==> config.mk <==
export PLATFORM = sky130hd
export DESIGN_NAME = uart_axil_master
export DESIGN_NICKNAME = d
export VERILOG_FILES = /design/src/rtl/uart_axil_pkg.sv /design/src/rtl/uart_axil_resp_tx.sv /design/src/rtl/uart_axil_master.sv
export SDC_FILE = /design/constraint.sdc
export NUM_CORES = 1
export LEC_CHECK = 0
export CAP_MARGIN = 30
export CORE_UTILIZATION = 35
export DETAILED_ROUTE_END_ITERATION = 16
export PLACE_DENSITY = 0.61
export SKIP_CTS_REPAIR_TIMING = 1
export SLEW_MARGIN = 20
export SYNTH_ARGS = -nofsm -noshare
export SYNTH_HDL_FRONTEND = slang
export SYNTH_SLANG_ARGS = --single-unit
export TNS_END_PERCENT = 10
==> constraint.sdc <==
create_clock -name clk -period 10.7 [get_ports clk]
set_input_delay 2.14 -clock clk [delete_from_list [all_inputs] [get_ports clk]]
set_output_delay 2.14 -clock clk [all_outputs]
set_load 0.01 [all_outputs]
==> src/rtl/uart_axil_pkg.sv <==
// Shared constants, AXI response codes and FSM state encoding for the
// UART-to-AXI4-Lite command initiator.
package uart_axil_pkg;

  localparam logic [7:0] OP_WRITE    = 8'h57;
  localparam logic [7:0] OP_READ     = 8'h52;
  localparam logic [7:0] STATUS_BASE = 8'h80;

  localparam logic [1:0] OKAY   = 2'b00;
  localparam logic [1:0] EXOKAY = 2'b01;
  localparam logic [1:0] SLVERR = 2'b10;
  localparam logic [1:0] DECERR = 2'b11;

  typedef enum logic [2:0] {
    ST_IDLE    = 3'd0,
    ST_RX_ADDR = 3'd1,
    ST_RX_DATA = 3'd2,
    ST_AXI_WR  = 3'd3,
    ST_AXI_B   = 3'd4,
    ST_AXI_RD  = 3'd5,
    ST_AXI_R   = 3'd6,
    ST_TX_RESP = 3'd7
  } state_t;

  function automatic logic [7:0] status_byte(input logic [1:0] resp);
    return STATUS_BASE | {6'b000000, resp};
  endfunction

endpackage

==> src/rtl/uart_axil_resp_tx.sv <==
// Serializes a 1- or 5-byte reply (MSB first) onto the UART transmitter
// byte port, never starting while busy or in the cycle after a start.
module uart_axil_resp_tx (
  input  logic        clk,
  input  logic        rst,
  input  logic        i_load,
  input  logic [39:0] i_reply,
  input  logic [2:0]  i_len,
  input  logic        i_tx_busy,
  output logic [7:0]  o_tx_data,
  output logic        o_tx_start,
  output logic        o_done
);

  logic [39:0] r_shift;
  logic [2:0]  r_left;
  logic        r_active;

  // Byte launcher; the start-to-start gap covers the transmitter's one-cycle busy lag.
  always_ff @(posedge clk or posedge rst) begin
    if (rst) begin
      r_shift    <= 40'd0;
      r_left     <= 3'd0;
      r_active   <= 1'b0;
      o_tx_data  <= 8'h00;
      o_tx_start <= 1'b0;
      o_done     <= 1'b0;
    end else begin
      o_tx_start <= 1'b0;
      o_done     <= 1'b0;
      if (i_load) begin
        r_shift  <= i_reply;
        r_left   <= i_len;
        r_active <= 1'b1;
      end else if (r_active) begin
        if (r_left == 3'd0) begin
          r_active <= 1'b0;
          o_done   <= 1'b1;
        end else if (!i_tx_busy && !o_tx_start) begin
          o_tx_data  <= r_shift[39:32];
          o_tx_start <= 1'b1;
          r_shift    <= {r_shift[31:0], 8'h00};
          r_left     <= r_left - 3'd1;
        end else begin
          r_left <= r_left;
        end
      end else begin
        r_active <= 1'b0;
      end
    end
  end

endmodule

==> src/rtl/uart_axil_master.sv <==
// UART command frame parser driving single AXI4-Lite write/read beats and
// returning a status (and read data) reply over the UART transmitter.
module uart_axil_master
  import uart_axil_pkg::*;
#(
  parameter int ADDR_WIDTH     = 32,
  parameter int DATA_WIDTH     = 32,
  parameter int TIMEOUT_CYCLES = 100000
) (
  input  logic                  clk,
  input  logic                  rst,
  input  logic [7:0]            uart_rx_data,
  input  logic                  uart_rx_valid,
  output logic [7:0]            uart_tx_data,
  output logic                  uart_tx_start,
  input  logic                  uart_tx_busy,
  output logic [ADDR_WIDTH-1:0] m_axil_awaddr,
  output logic                  m_axil_awvalid,
  input  logic                  m_axil_awready,
  output logic [DATA_WIDTH-1:0] m_axil_wdata,
  output logic                  m_axil_wvalid,
  input  logic                  m_axil_wready,
  input  logic [1:0]            m_axil_bresp,
  input  logic                  m_axil_bvalid,
  output logic                  m_axil_bready,
  output logic [ADDR_WIDTH-1:0] m_axil_araddr,
  output logic                  m_axil_arvalid,
  input  logic                  m_axil_arready,
  input  logic [DATA_WIDTH-1:0] m_axil_rdata,
  input  logic [1:0]            m_axil_rresp,
  input  logic                  m_axil_rvalid,
  output logic                  m_axil_rready,
  output logic                  busy,
  output logic                  frame_err
);

  localparam logic [31:0] TIMEOUT_LAST = 32'(TIMEOUT_CYCLES - 1);

  state_t      r_state;
  logic        r_is_write;
  logic [2:0]  r_cnt;
  logic [31:0] r_addr;
  logic [31:0] r_data;
  logic [31:0] r_timer;
  logic [39:0] r_reply;
  logic [2:0]  r_len;
  logic        r_tx_load;
  logic        r_awvalid;
  logic        r_wvalid;
  logic        r_bready;
  logic        r_arvalid;
  logic        r_rready;
  logic        r_busy;
  logic        r_frame_err;

  logic w_aw_ok;
  logic w_w_ok;
  logic w_tx_done;

  // A channel counts as accepted once its valid has dropped or handshakes now.
  assign w_aw_ok = !r_awvalid || m_axil_awready;
  assign w_w_ok  = !r_wvalid  || m_axil_wready;

  assign m_axil_awaddr  = r_addr[ADDR_WIDTH-1:0];
  assign m_axil_araddr  = r_addr[ADDR_WIDTH-1:0];
  assign m_axil_wdata   = r_data;
  assign m_axil_awvalid = r_awvalid;
  assign m_axil_wvalid  = r_wvalid;
  assign m_axil_bready  = r_bready;
  assign m_axil_arvalid = r_arvalid;
  assign m_axil_rready  = r_rready;
  assign busy           = r_busy;
  assign frame_err      = r_frame_err;

  // Frame parsing, AXI sequencing and reply hand-off.
  always_ff @(posedge clk or posedge rst) begin
    if (rst) begin
      r_state     <= ST_IDLE;
      r_is_write  <= 1'b0;
      r_cnt       <= 3'd0;
      r_addr      <= 32'd0;
      r_data      <= 32'd0;
      r_timer     <= 32'd0;
      r_reply     <= 40'd0;
      r_len       <= 3'd0;
      r_tx_load   <= 1'b0;
      r_awvalid   <= 1'b0;
      r_wvalid    <= 1'b0;
      r_bready    <= 1'b0;
      r_arvalid   <= 1'b0;
      r_rready    <= 1'b0;
      r_busy      <= 1'b0;
      r_frame_err <= 1'b0;
    end else begin
      r_frame_err <= 1'b0;
      r_tx_load   <= 1'b0;
      case (r_state)
        ST_IDLE: begin
          if (uart_rx_valid && (uart_rx_data == OP_WRITE || uart_rx_data == OP_READ)) begin
            r_is_write <= (uart_rx_data == OP_WRITE);
            r_cnt      <= 3'd0;
            r_timer    <= 32'd0;
            r_busy     <= 1'b1;
            r_state    <= ST_RX_ADDR;
          end else begin
            r_state <= ST_IDLE;
          end
        end
        ST_RX_ADDR, ST_RX_DATA: begin
          if (uart_rx_valid) begin
            r_timer <= 32'd0;
            r_cnt   <= r_cnt + 3'd1;
            if (r_state == ST_RX_ADDR) begin
              r_addr <= {r_addr[23:0], uart_rx_data};
            end else begin
              r_data <= {r_data[23:0], uart_rx_data};
            end
            if (r_cnt == 3'd3) begin
              r_cnt <= 3'd0;
              if (r_state == ST_RX_DATA) begin
                r_awvalid <= 1'b1;
                r_wvalid  <= 1'b1;
                r_state   <= ST_AXI_WR;
              end else if (r_is_write) begin
                r_state <= ST_RX_DATA;
              end else begin
                r_arvalid <= 1'b1;
                r_state   <= ST_AXI_RD;
              end
            end
          end else if (r_timer == TIMEOUT_LAST) begin
            r_frame_err <= 1'b1;
            r_busy      <= 1'b0;
            r_state     <= ST_IDLE;
          end else begin
            r_timer <= r_timer + 32'd1;
          end
        end
        ST_AXI_WR: begin
          if (m_axil_awready) r_awvalid <= 1'b0;
          if (m_axil_wready)  r_wvalid  <= 1'b0;
          if (w_aw_ok && w_w_ok) begin
            r_bready <= 1'b1;
            r_state  <= ST_AXI_B;
          end
        end
        ST_AXI_B: begin
          if (m_axil_bvalid) begin
            r_bready  <= 1'b0;
            r_reply   <= {status_byte(m_axil_bresp), 32'h0000_0000};
            r_len     <= 3'd1;
            r_tx_load <= 1'b1;
            r_state   <= ST_TX_RESP;
          end
        end
        ST_AXI_RD: begin
          if (m_axil_arready) begin
            r_arvalid <= 1'b0;
            r_rready  <= 1'b1;
            r_state   <= ST_AXI_R;
          end
        end
        ST_AXI_R: begin
          if (m_axil_rvalid) begin
            r_rready  <= 1'b0;
            r_reply   <= {status_byte(m_axil_rresp), m_axil_rdata};
            r_len     <= 3'd5;
            r_tx_load <= 1'b1;
            r_state   <= ST_TX_RESP;
          end
        end
        ST_TX_RESP: begin
          if (w_tx_done) begin
            r_busy  <= 1'b0;
            r_state <= ST_IDLE;
          end
        end
        default: begin
          r_busy  <= 1'b0;
          r_state <= ST_IDLE;
        end
      endcase
    end
  end

  uart_axil_resp_tx u_resp_tx (
    .clk        (clk),
    .rst        (rst),
    .i_load     (r_tx_load),
    .i_reply    (r_reply),
    .i_len      (r_len),
    .i_tx_busy  (uart_tx_busy),
    .o_tx_data  (uart_tx_data),
    .o_tx_start (uart_tx_start),
    .o_done     (w_tx_done)
  );

endmodule

# After elaboration in Yosys (flattened, before gate mapping)
# Index checks and enable logic that the tools add are counted.
# Widths: inputs -> output; s select.
# classes
add_sub_neg	3
eq_ne	30
muxes	74
bitwise_logic	3
reduce_logical	37
# op_table
cell	count
$mux 40	6
$mux 32	3
$pmux 40 s2	1
$pmux 32 s2	1
$mux 3	19
$mux 1	34
$add 32x1->32 const B	1
$eq 32x17->1 const B	1
$ne 2x2->1 const B	15
$reduce_and 3->1	8
$pmux 3 s7	1
$eq 8x7->1 const B	2
$reduce_bool 2->1	8
$reduce_and 5->1	3
$eq 3x3->1 const B	4
$pmux 1 s2	6
$pmux 3 s2	2
$eq 3x2->1 const B	3
$ne 3x3->1 const B	3
$reduce_and 7->1	1
$logic_not 3->1	2
$reduce_and 6->1	1
$logic_not 1->1	4
$reduce_and 4->1	1
11 further kinds	17
# totals
reg_bits	208
input_bits	53
out_inout_bits	112
word_cells	169

# Logic depth before layout (Yosys ltp)
# logic_depth
word_depth	6
depth_mapped	9
mapped_depth_nobuf	7

# Hierarchy
# A second synthesis with hierarchy kept.
# hier_totals
cells_unflattened	815
area_unflattened_um2	9429.0
# by_module_without_submodules
mod	instances	cells_each	area_each_um2	seq_area_each_um2
uart_axil_master	1	572	6713.9	3678.5
uart_axil_resp_tx	1	243	2715.1	1351.3

# Worst setup path before layout
# OpenSTA, ideal clock, no wires.
# synth_timing
kind	input to register
from	in uart_rx_data[5]
to	reg r_timer[17]
setup_ns	0.119
arrival_ns	3.545
t_required_ns	10.581
path_slack_ns	7.036
stages	6
path_buffers	2
path_cell_list	or4bb_1 -> nor4_4 -> a21o_1 -> buf_4 -> buf_6 -> nor2_1
# synth_between
elab_chain_len	5
word_cells_on_any_way	6
classes_between	eq/ne: 3; reduce/logical: 3
# synth_lines
element	line_no	rtl
from (decl)	uart_axil_master.sv:12	input logic [7:0] uart_rx_data,
$eq 8x7->1	uart_axil_master.sv:99	if (uart_rx_valid && (uart_rx_data == OP_WRITE || uart_rx_data == OP_READ)) begin
$logic_or 1x1->1 *	uart_axil_master.sv:99	
$logic_and 1x1->1 *	uart_axil_master.sv:99	
$ne 2x2->1 (no source line) *	n/a	
$reduce_and 3->1 (no source line) *	n/a	
to (signal assigned)	uart_axil_master.sv:136	r_timer <= r_timer + 32'd1;
to (decl)	uart_axil_master.sv:44	logic [31:0] r_timer;
# Every way passes the cells marked *; elsewhere a longest branch is shown, timed or not.
# A chain may end at the register's enable or synchronous reset.

# Worst setup path in the final report
# layout_timing
from	in uart_rx_data[6]
to	reg r_timer[9]
# Same word-level chain as after synthesis.

==> qor.txt <==
FLOORPLANNING
------------------------------------------------------------------------------------
Die Span Y ............................................................       162 um
Die width .............................................................       162 um
Core Footprint ........................................................    25200 um2
Initial Util ..........................................................        0.358
Full die area .........................................................    26400 um2
I/O pin count .........................................................          165
Site Rows .............................................................           58

DETAILED ROUTING
------------------------------------------------------------------------------------
Final ANT Viol Nets ...................................................            0
Via-to-Cell Ratio .....................................................         5.02
Final Routed Wirelength ...............................................      20.2 mm
Remaining design rule violation count .................................            0
Number of DRC markers in iteration 0 ..................................          387
Via count .............................................................         6247
TritonRoute pass-1 iters ..............................................            4
Wirelength per Cell ...................................................      16.2 um

FINISH
------------------------------------------------------------------------------------
Net total in the final layout .........................................          956
Utilization after layout ..............................................        0.459
Share of cells above drive strength 1 .................................        0.154
Layout area overhead ..................................................        28.3%
Number of antenna cells inserted ......................................            0
Area of all placed cells without fillers ..............................    11600 um2

WORST SETUP PATH
------------------------------------------------------------------------------------
Launch point of the critical path ..................................... uart_rx_data[6]
Slowest library cell on the worst path ................................ sky130_fd_sc_hd__a21o_1
Reg2Reg Launch Point ..................................................   r_state[0]
Count of buffering cells on the critical path with inverters included .            1
Critical path's top delay family ...................................... simple AND/OR/NAND/NOR gates
Type of the setup path with the least slack ........................... primary input to flop
Worst Setup Start Kind ................................................ primary input
Critical Path Fanout Max ..............................................           26
Critical Path RT ......................................................     11.09 ns
Largest stage delay on the critical path ..............................      0.71 ns
Crit path DAT .........................................................      4.84 ns
Critical path, cell by cell ........................................... clkdlybuf4s50_1, or4bb_1, nor4_4, a21o_1, or4_1, nand2_1
Crit end category .....................................................         flop

STA
------------------------------------------------------------------------------------
Number of pins exceeding their max-slew limit in the final report .....            0
Clock Skews ...........................................................   0.00878 ns
Unrepaired setup endpoints after global routing .......................        false
Tightest slew margin relative to the limit ............................        0.403
Worst Max-Slew Pin Slew ...............................................     0.895 ns
Period minus WS final .................................................      4.46 ns
Hold Worst Slack ......................................................     0.486 ns
Maximum operating frequency ...........................................      224 MHz
Final hold viol count .................................................            0
Final count of negative-setup-slack endpoints .........................            0
Setup TNS .............................................................         0 ns
Crit share post-route .................................................        0.416

OUTCOME
------------------------------------------------------------------------------------
Run status ............................................................ complete, no violations

GLOBAL ROUTING
------------------------------------------------------------------------------------
Maximum number of pins on one net before global-route repair ..........          126
Initial antenna violation count .......................................            0
Global-route usage over all layers ....................................        0.154
Sum of overflow across all layers after global routing ................            0
Via count of the first global-routing pass ............................         6012
First-pass GRT wire length ............................................      32.7 mm

PLACED DESIGN
------------------------------------------------------------------------------------
Hpwl dp ...............................................................      13.5 mm
Final weighted congestion of routability-driven global placement ......        0.809
Area after detailed placement .........................................    10700 um2
Count of input and output buffers .....................................          164

CTS
------------------------------------------------------------------------------------
CTS H-tree lvls .......................................................            1
Clock tree from TritonCTS .............................................         done
Number of buffers created by CTS ......................................           23
Reg clk slew, reported paths ..........................................      0.06 ns
Clk Tree Root Cell .................................................... sky130_fd_sc_hd__clkbuf_16
Maximum number of buffers from clock root to sink .....................            3
Number of sinks handled by clock tree synthesis .......................          201
Clock latency of the later-clocked register in the worst-skew pair ....      0.51 ns

PWR
------------------------------------------------------------------------------------
Power density cells ...................................................   269 nW/um2
Leakage power summed over all cells ...................................      5.18 nW
VDD IR-drop max .......................................................   0.000116 V
Total power ...........................................................      3.10 mW

FLOW RUN
------------------------------------------------------------------------------------
Max-Cap Viols .........................................................            0

LOGIC SYNTHESIS
------------------------------------------------------------------------------------
Syn Area/Cell .........................................................     11.6 um2
Share of synthesized area occupied by flip-flops and latches ..........        0.558
Yosys Warn Count ......................................................            0
Top FF cell, synth .................................................... sky130_fd_sc_hd__dfrtp_1
Ys async rst share ....................................................         1.00
Net count after synthesis .............................................          835
Distinct cells, synth .................................................           58
Synthesized instance count ............................................          778
Count of state elements after synthesis ...............................          201
Post-Syn Area .........................................................     9010 um2
Number of synthesized flops with an enable pin ........................            0

MIN PATH
------------------------------------------------------------------------------------
Class of the most critical hold timing path ........................... flop to flop
Start point of the worst min-delay path ...............................  r_reply[32]

path summary, 6_finish.rpt:
path / to / slack, ns / depth (start not counted)
hold reg to reg: u_resp_tx.r_shift[32] / 0.49 / 2
min in group asynchronous: m_axil_wdata[20] / 2.18 / 2
hold / removal: u_resp_tx.r_shift[32] / 0.49 / 2
max in group asynchronous: m_axil_araddr[28] / 7.22 / 4
setup reg to reg: r_timer[9] / 7.81 / 5
setup / recovery: r_timer[9] / 6.24 / 6
synthesized netlist by cell type, drive strengths merged, types with 9 or more instances:
cell      n  area [um2]
a22o     32         280
o21ai    53         265
dfrtp   201        5030
nand4    13        87.6
nand2    85         319
nor4      9         116
o211ai   10        75.1
clkbuf   23        86.3
mux2     76         856
mux2i    34         340
xor2     14         123
nand3    20         105
nor2     42         163
inv      10        37.5
a21oi    18        90.1
buf      54         379
power by group:
| group | internal (mW) | switching [mW] | total (mW) | leakage, nW |
|---|---|---|---|---|
| Combinational | 0.518 | 0.438 | 0.956 | 2.16 |
| Sequential | 1.04 | 0.238 | 1.28 | 2.62 |
| Clock | 0.560 | 0.311 | 0.872 | 0.411 |
registers in the layout (all words and copies together), names as in the netlist, 8 cells and up:
signal               count
r_timer                 32
u_resp_tx.o_tx_data      8
m_axil_araddr           32
m_axil_wdata            32
r_reply                 34
u_resp_tx.r_shift       40
metal layers:
layer | global-route usage | vias up | wire length (um)
met4 | 0.0450 | 0 | 479
met2 | 0.245 | 142 | 9720
met5 | 0 | - | 0
li1 | - | 2984 | -
met1 | 0.215 | 3089 | 9180
met3 | 0.0244 | 32 | 804
area by class of cell:
class | count | area, um2
Fill cell | 2322 | 13600
Sequential cell | 201 | 5030
Multi-Input combinational cell | 490 | 3490
Timing Repair Buffer | 173 | 1730
Clock buffer | 30 | 632
Tap cell | 330 | 413
Clock inverter | 11 | 211
Inverter | 10 | 45.0
logic make-up after synthesis:
| kind of cell | after synthesis | share of synthesized area |
|---|---|---|
| simple gates | 223 | 0.130 |
| flops | 201 | 0.558 |
| compound gates | 136 | 0.100 |
| mux | 110 | 0.133 |
| buf+inv | 87 | 0.0558 |
| xor+xnor | 17 | 0.0174 |
| fa+ha+maj | 4 | 0.00556 |
metrics by stage:
step | setup WS [ns] | cells
after floorplan | 3.08 | 778
after global placement | 5.78 | 1203
after detailed placement | 5.69 | 1204
after CTS | 6.25 | 1245
after global routing | 6.02 | 1245
final | 6.24 | 1245
layout by cell type (no fill, tap or decap), types with 6 or more instances in the layout:
cell and n:
sky130_fd_sc_hd__a21oi_1 17, sky130_fd_sc_hd__nand2_1 85, sky130_fd_sc_hd__clkbuf_16 23, sky130_fd_sc_hd__inv_1 9, sky130_fd_sc_hd__mux2i_1 34, sky130_fd_sc_hd__o211ai_1 10
sky130_fd_sc_hd__bufinv_16 6, sky130_fd_sc_hd__nand4_1 12, sky130_fd_sc_hd__or4_1 6, sky130_fd_sc_hd__buf_4 8, sky130_fd_sc_hd__nand2b_1 6, sky130_fd_sc_hd__nand3_1 18
sky130_fd_sc_hd__nor3_1 6, sky130_fd_sc_hd__a21o_1 6, sky130_fd_sc_hd__xor2_1 14, sky130_fd_sc_hd__nor2_1 39, sky130_fd_sc_hd__clkdlybuf4s50_1 164, sky130_fd_sc_hd__o21ai_0 51
sky130_fd_sc_hd__dfrtp_1 200, sky130_fd_sc_hd__a22o_1 32, sky130_fd_sc_hd__or3_1 8, sky130_fd_sc_hd__mux2_2 74
worst register-to-register path, cell delays in order (launching register included):
cell and delay [ns]:
sky130_fd_sc_hd__dfrtp_1 0.61, sky130_fd_sc_hd__or4b_1 0.66, sky130_fd_sc_hd__nor4_4 0.52, sky130_fd_sc_hd__a21o_1 0.71, sky130_fd_sc_hd__or4_1 0.23, sky130_fd_sc_hd__nand2_1 0.05
No activity file was read; power rests on OpenSTA's default activity.
